### config.mk
export PLATFORM = sky130hd
export DESIGN_NAME = mac_sequencer
export DESIGN_NICKNAME = d
export VERILOG_FILES = /design/src/rtl/mac_sequencer.sv
export SDC_FILE = /design/constraint.sdc
export NUM_CORES = 1
export LEC_CHECK = 0
export BUFFER_PORTS_ARGS = -buffer_cell sky130_fd_sc_hd__buf_2
export CAP_MARGIN = 0
export CORE_UTILIZATION = 54
export DETAILED_ROUTE_END_ITERATION = 10
export PLACE_DENSITY = 0.8
export SYNTH_ARGS = -nofsm -noshare
export SYNTH_HDL_FRONTEND = slang
export SYNTH_SLANG_ARGS = --single-unit
### constraint.sdc
create_clock -name Clk -period 6.6 [get_ports Clk]
set_clock_uncertainty 0.15 [all_clocks]
set_input_delay 1.98 -clock Clk [delete_from_list [all_inputs] [get_ports Clk]]
set_output_delay 1.98 -clock Clk [all_outputs]
set_load 0.03 [all_outputs]
### src/rtl/mac_sequencer.sv
// Sequences one MAC_UNIT through a multi-channel accumulation job: streams operand
// pairs round-robin over up to four accumulators, drains the MAC pipeline, snapshots
// the accumulators and returns one result per channel over a valid/ready interface.
module mac_sequencer #(
    parameter int unsigned DATA_WIDTH   = 8,
    parameter int unsigned LEN_WIDTH    = 10,
    parameter int unsigned DRAIN_CYCLES = 2
) (
    input  logic                    Clk,
    input  logic                    rst,
    // Job control
    input  logic                    start,
    input  logic [LEN_WIDTH-1:0]    cfg_len,
    input  logic [1:0]              cfg_nch,
    output logic                    busy,
    output logic                    done,
    // Operand stream
    input  logic                    op_valid,
    output logic                    op_ready,
    input  logic [DATA_WIDTH-1:0]   op_act,
    input  logic [DATA_WIDTH-1:0]   op_weight,
    // MAC_UNIT interface
    output logic [DATA_WIDTH-1:0]   mac_act,
    output logic [DATA_WIDTH-1:0]   mac_weight,
    output logic                    mac_block,
    output logic [1:0]              mac_select,
    input  logic [4*DATA_WIDTH-1:0] mac_out_0,
    input  logic [4*DATA_WIDTH-1:0] mac_out_1,
    input  logic [4*DATA_WIDTH-1:0] mac_out_2,
    input  logic [4*DATA_WIDTH-1:0] mac_out_3,
    // Result stream
    output logic                    res_valid,
    input  logic                    res_ready,
    output logic [4*DATA_WIDTH-1:0] res_data,
    output logic [1:0]              res_ch
);

    localparam int unsigned ResW   = 4 * DATA_WIDTH;
    localparam int unsigned BeatW  = LEN_WIDTH + 2;
    localparam int unsigned DrainW = $clog2(DRAIN_CYCLES + 1) + 1;

    typedef logic [BeatW-1:0] beat_t;

    typedef enum logic [2:0] {
        StIdle,
        StRun,
        StDrain,
        StCapture,
        StOutput
    } state_e;

    state_e            state_q, state_d;
    logic [1:0]        nch_q, nch_d;
    beat_t             last_q, last_d;
    beat_t             beat_q, beat_d;
    logic [1:0]        ch_q, ch_d;
    logic [DrainW-1:0] drain_q, drain_d;
    logic [1:0]        idx_q, idx_d;
    logic [ResW-1:0]   snap_q [4];
    logic [ResW-1:0]   snap_d [4];

    logic                  busy_q, busy_d;
    logic                  done_q, done_d;
    logic [DATA_WIDTH-1:0] mac_act_q, mac_act_d;
    logic [DATA_WIDTH-1:0] mac_weight_q, mac_weight_d;
    logic                  mac_block_q, mac_block_d;
    logic [1:0]            mac_select_q, mac_select_d;
    logic [ResW-1:0]       res_data_q, res_data_d;
    logic [1:0]            res_ch_q, res_ch_d;

    // Next-state and registered-output decode for the job FSM.
    always_comb begin
        state_d      = state_q;
        nch_d        = nch_q;
        last_d       = last_q;
        beat_d       = beat_q;
        ch_d         = ch_q;
        drain_d      = drain_q;
        idx_d        = idx_q;
        snap_d       = snap_q;
        done_d       = 1'b0;
        // Idle operand slots feed zeros so the selected accumulator adds nothing.
        mac_act_d    = '0;
        mac_weight_d = '0;
        mac_select_d = mac_select_q;
        res_data_d   = res_data_q;
        res_ch_d     = res_ch_q;

        unique case (state_q)
            StIdle: begin
                if (start) begin
                    nch_d  = cfg_nch;
                    // Index of the final beat; unused when cfg_len is zero.
                    last_d = beat_t'(cfg_len) * (beat_t'(cfg_nch) + beat_t'(1)) - beat_t'(1);
                    beat_d = '0;
                    ch_d   = '0;
                    state_d = (cfg_len == '0) ? StCapture : StRun;
                end
            end
            StRun: begin
                if (op_valid) begin
                    mac_act_d    = op_act;
                    mac_weight_d = op_weight;
                    mac_select_d = ch_q;
                    ch_d         = (ch_q == nch_q) ? 2'd0 : ch_q + 2'd1;
                    beat_d       = beat_q + beat_t'(1);
                    if (beat_q == last_q) begin
                        drain_d = '0;
                        state_d = StDrain;
                    end
                end
            end
            StDrain: begin
                // First drain cycle carries the final operands; DRAIN_CYCLES zero cycles follow.
                if (drain_q == DrainW'(DRAIN_CYCLES)) begin
                    state_d = StCapture;
                end else begin
                    drain_d = drain_q + DrainW'(1);
                end
            end
            StCapture: begin
                snap_d[0]  = mac_out_0;
                snap_d[1]  = mac_out_1;
                snap_d[2]  = mac_out_2;
                snap_d[3]  = mac_out_3;
                idx_d      = '0;
                res_data_d = mac_out_0;
                res_ch_d   = '0;
                state_d    = StOutput;
            end
            StOutput: begin
                if (res_ready) begin
                    if (idx_q == nch_q) begin
                        done_d  = 1'b1;
                        state_d = StIdle;
                    end else begin
                        idx_d      = idx_q + 2'd1;
                        res_data_d = snap_q[idx_q + 2'd1];
                        res_ch_d   = idx_q + 2'd1;
                    end
                end
            end
            default: state_d = StIdle;
        endcase

        busy_d      = (state_d != StIdle);
        mac_block_d = (state_d == StRun) || (state_d == StDrain);
    end

    // State and registered outputs with synchronous reset.
    always_ff @(posedge Clk) begin
        if (rst) begin
            state_q      <= StIdle;
            nch_q        <= '0;
            last_q       <= '0;
            beat_q       <= '0;
            ch_q         <= '0;
            drain_q      <= '0;
            idx_q        <= '0;
            for (int i = 0; i < 4; i++) snap_q[i] <= '0;
            busy_q       <= 1'b0;
            done_q       <= 1'b0;
            mac_act_q    <= '0;
            mac_weight_q <= '0;
            mac_block_q  <= 1'b0;
            mac_select_q <= '0;
            res_data_q   <= '0;
            res_ch_q     <= '0;
        end else begin
            state_q      <= state_d;
            nch_q        <= nch_d;
            last_q       <= last_d;
            beat_q       <= beat_d;
            ch_q         <= ch_d;
            drain_q      <= drain_d;
            idx_q        <= idx_d;
            for (int i = 0; i < 4; i++) snap_q[i] <= snap_d[i];
            busy_q       <= busy_d;
            done_q       <= done_d;
            mac_act_q    <= mac_act_d;
            mac_weight_q <= mac_weight_d;
            mac_block_q  <= mac_block_d;
            mac_select_q <= mac_select_d;
            res_data_q   <= res_data_d;
            res_ch_q     <= res_ch_d;
        end
    end

    assign busy       = busy_q;
    assign done       = done_q;
    assign op_ready   = (state_q == StRun);
    assign mac_act    = mac_act_q;
    assign mac_weight = mac_weight_q;
    assign mac_block  = mac_block_q;
    assign mac_select = mac_select_q;
    assign res_valid  = (state_q == StOutput);
    assign res_data   = res_data_q;
    assign res_ch     = res_ch_q;

endmodule

==> impl_metrics.toml <==
[synth]
synthSimpleGateAreaFrac = 0.191
synth-main-ff-cell = "dfxtp_1"
synth_fa_ha_area_frac = 0.0504
ys_ff_latch = 217
synth_compound_area_frac = 0.137
synth_top_family_by_area = "simple AND/OR/NAND/NOR gates"
avgSynthCellArea_um2 = 8.79
synthesis.nets = 1309
synth_edf_count = 0
ys_warn_count = 0
ys_seq_area_frac = 0.444
syn_area_mm2 = 0.00979
synthMuxAreaShare = 0.107
synth_cell_types = 58
async_reset_ff_frac = 0
synthXorXnorAreaFrac = 0.0286
syn_inst = 1114

[timing]
grt_setup_unrepaired = "false"
setup_slack_ns = 1.56
slew_violations = 0
max_freq_mhz = 198
period_needed_ns = 5.04
finalHoldViolations = 0
finalSetupTns_ns = 0
setup-violations-final = 0
fin_crit_sh = 0.763
worst_slew_pin_slew_ns = 0.906
timing.slew.headroom = 0.396

[grt]
first_global_vias = 7919
grt_start_max_net_pins = 118
overflow = 0
grt_pass1_wl_um = 37800
grt_usage = 0.252
antenna_found_initial = 3

[pwr]
p_leak_nw = 4.50
cellPowerDensity_mw_per_mm2 = 268
p_int_mw = 2.38
p_switching_mw = 0.760
ir_drop_v = 0.000229
p_seq_frac = 0.436
switching_share = 0.242
comb_power_share = 0.126
clockPowerShare = 0.438

[layout]
fin_area_mm2 = 0.0117
synthToLayoutAreaGrowth_pct = 20.0
fin_nets = 1481
drive_gt1_frac = 0.236
fillers = 1425

[critical_path]
cp.depth = 12
reg2reg_depth = 6
reg2reg_to = "res_data[8]"
slowest_delay_ns = 0.53
r2r_slack_ns = 3.63
cp.arrival_ns = 5.28
cp_slowest_cell = "fa_1"
start_kind = "input port"
critical_path_class = "in -> reg"
regToRegStartpoint = "state_q[2]"
worstPathRequired_ns = 6.84
crit_start = "cfg_nch[0]"
critPathCaptureType = "flip-flop"
crit_chain = "buf_2, ha_1, nand2_1, ha_1, inv_1, fa_1, fa_1, a21o_1, a22oi_1, a21oi_1, or3_1, a32o_1"
cpLargestDelayFamily = "adder cells"
timing.critical_path.buf_inv = 2
crit_path_max_fanout = 12
cp-endpoint = "last_q[11]"

[floorplan]
die_w_um = 137
core.rowCount = 48
ios = 218
initial_core_util = 0.560
die_area_mm2 = 0.0187
die_h_um = 137
core-area_mm2 = 0.0175

[clock_network]
root_buffer = "clkbuf_16"
cts_resized = 0
clk_pin_slew_ns = 0.06
cts.hold.buffers_added = 0
post_cts_buffers = 0
numCtsBuffers = 24
cts.htree.levels = 1
insertion_delay_ns = 0.50
cts.sinks = 217
cts_max_path_buffers = 3
cts_tree = "built"

[placed_design]
globalplace.congestion = 0.808
dp_hpwl_um = 15500
placed_area_mm2 = 0.0109
placement.io_buffers = 217
dp_slack_ns = 1.06

[routing]
wl_per_cell_um = 15.5
wl_um = 23600
vias_per_cell = 5.50
dr.first_iter.drc_count = 450
num_vias = 8414
final_antenna_net_count = 0
remaining_drc_errors = 0
first_pass_iters = 6

[min_path]
hold_class = "reg -> reg"

[status]
status = "completed"

[run]
max-cap-violations = 0
-- worst reg2reg max path, cell delays in order (launching register included) --
cell,delay [ns]
dfxtp_1,0.59
nor3b_4,0.26
buf_4,0.62
a31o_2,0.30
buf_4,0.56
nor2_1,0.16
a211oi_1,0.24
-- flip-flops by register name (all words and copies together), names as in the netlist, 3 cells and up --
| signal | cells |
|---|---|
| last_q | 12 |
| snap_q | 128 |
| beat_q | 12 |
| mac_weight | 8 |
| res_data | 32 |
| drain_q | 3 |
| mac_act | 8 |
| state_q | 3 |
-- cell type report --
cell class / count / area, µm² / share of cell area
diodes: 3 / 7.51 / 0.000639
clock buffers: 37 / 721 / 0.0614
clock inverters: 5 / 100 / 0.00852
inverters: 25 / 93.8 / 0.00799
multi-input cells: 793 / 5040 / 0.429
flip-flops and latches: 217 / 4350 / 0.370
well taps: 225 / 282 / 0.0240
repair buffers: 225 / 1150 / 0.0981
-- through the flow --
stage / std cells / total power [mW] / hold WS (ns) / util
global route: 1528 / 3.27 / 0.317 / 0.672
floorplan: 1114 / 1.67 / 0.281 / -
global placement: 1485 / 1.78 / 0.288 / 0.625
finish: 1530 / 3.14 / 0.299 / 0.672
CTS: 1527 / 3.17 / 0.302 / 0.672
detailed placement: 1485 / 1.79 / 0.294 / 0.625
-- synthesized netlist by cell type (2+ instances only) --
library cell,count,area share
buf_2,13,0.0066
ha_1,25,0.032
a22o_1,3,0.0027
buf_1,5,0.0019
nor3_1,6,0.0031
xor2_1,9,0.0081
o21ai_0,14,0.0072
a41oi_1,2,0.0018
or3_1,6,0.0038
a211oi_1,36,0.028
inv_1,25,0.0096
nand2_1,303,0.12
nor3b_1,3,0.0023
nand3_1,5,0.0026
fa_1,9,0.018
a21o_1,7,0.0054
o21a_1,2,0.0015
and2_1,16,0.010
dfxtp_1,217,0.44
a21oi_1,153,0.078
nand2b_1,12,0.0077
nor4_1,2,0.0013
mux2i_1,32,0.033
nand4_1,6,0.0038
o211ai_1,2,0.0015
xnor2_1,23,0.021
mux4_2,32,0.074
clkbuf_1,60,0.023
nor2_1,55,0.021
nor2b_1,3,0.0019
-- logic make-up (layout without fill, tap and decap cells) --
family	after synthesis	in the layout
compound gates	231	231
xor+xnor	32	32
fa+ha+maj	34	34
buf+inv	104	292
flops	217	217
mux	65	65
other cells	0	3
simple gates	431	431
-- worst min-delay path by stage --
stage | endpoint | slack [ns] | start | cells after the start
floorplan | drain_q[0] | 0.28 | drain_q[0] | 1
global placement | snap_q[40] | 0.29 | snap_q[40] | 2
detailed placement | snap_q[48] | 0.29 | snap_q[48] | 2
CTS | snap_q[48] | 0.30 | snap_q[48] | 2
global route | snap_q[58] | 0.32 | snap_q[58] | 2
finish | snap_q[35] | 0.30 | snap_q[35] | 2
-- power by group through the flow --
stage,combinational (mW),clock (mW),sequential (mW)
3_3_place_gp,0.386,0,1.40
3_5_place_dp,0.393,0,1.40
6_report,0.396,1.38,1.37
4_1_cts,0.397,1.40,1.37
5_1_grt,0.443,1.45,1.37
2_1_floorplan,0.266,0,1.40
-- placed cells by master (no fill, tap or decap), types with 5 or more instances in the layout --
master / synthesis / layout
a211oi_1: 36 / 36
a21o_1: 7 / 7
a21oi_1: 153 / 153
and2_1: 16 / 16
buf_2: 13 / 216
buf_4: 0 / 8
clkbuf_1: 60 / 7
clkbuf_16: 0 / 25
clkbuf_8: 0 / 5
dfxtp_1: 217 / 215
fa_1: 9 / 9
ha_1: 25 / 25
inv_1: 25 / 25
mux2i_1: 32 / 32
mux4_2: 32 / 32
nand2_1: 303 / 303
nand2b_1: 12 / 12
nand3_1: 5 / 5
nand4_1: 6 / 6
nor2_1: 55 / 55
nor3_1: 6 / 6
o21ai_0: 14 / 14
or3_1: 6 / 6
xnor2_1: 23 / 23
xor2_1: 9 / 9
-- routing by layer --
| layer | track usage | wire length [µm] | vias up |
|---|---|---|---|
| met4 | 0.0784 | 620 | 0 |
| li1 | - | - | 4147 |
| met3 | 0.0526 | 1700 | 41 |
| met2 | 0.427 | 11100 | 274 |
| met1 | 0.322 | 10200 | 3952 |
| met5 | 0 | 0 | - |
No activity file was read; power rests on OpenSTA's default activity.
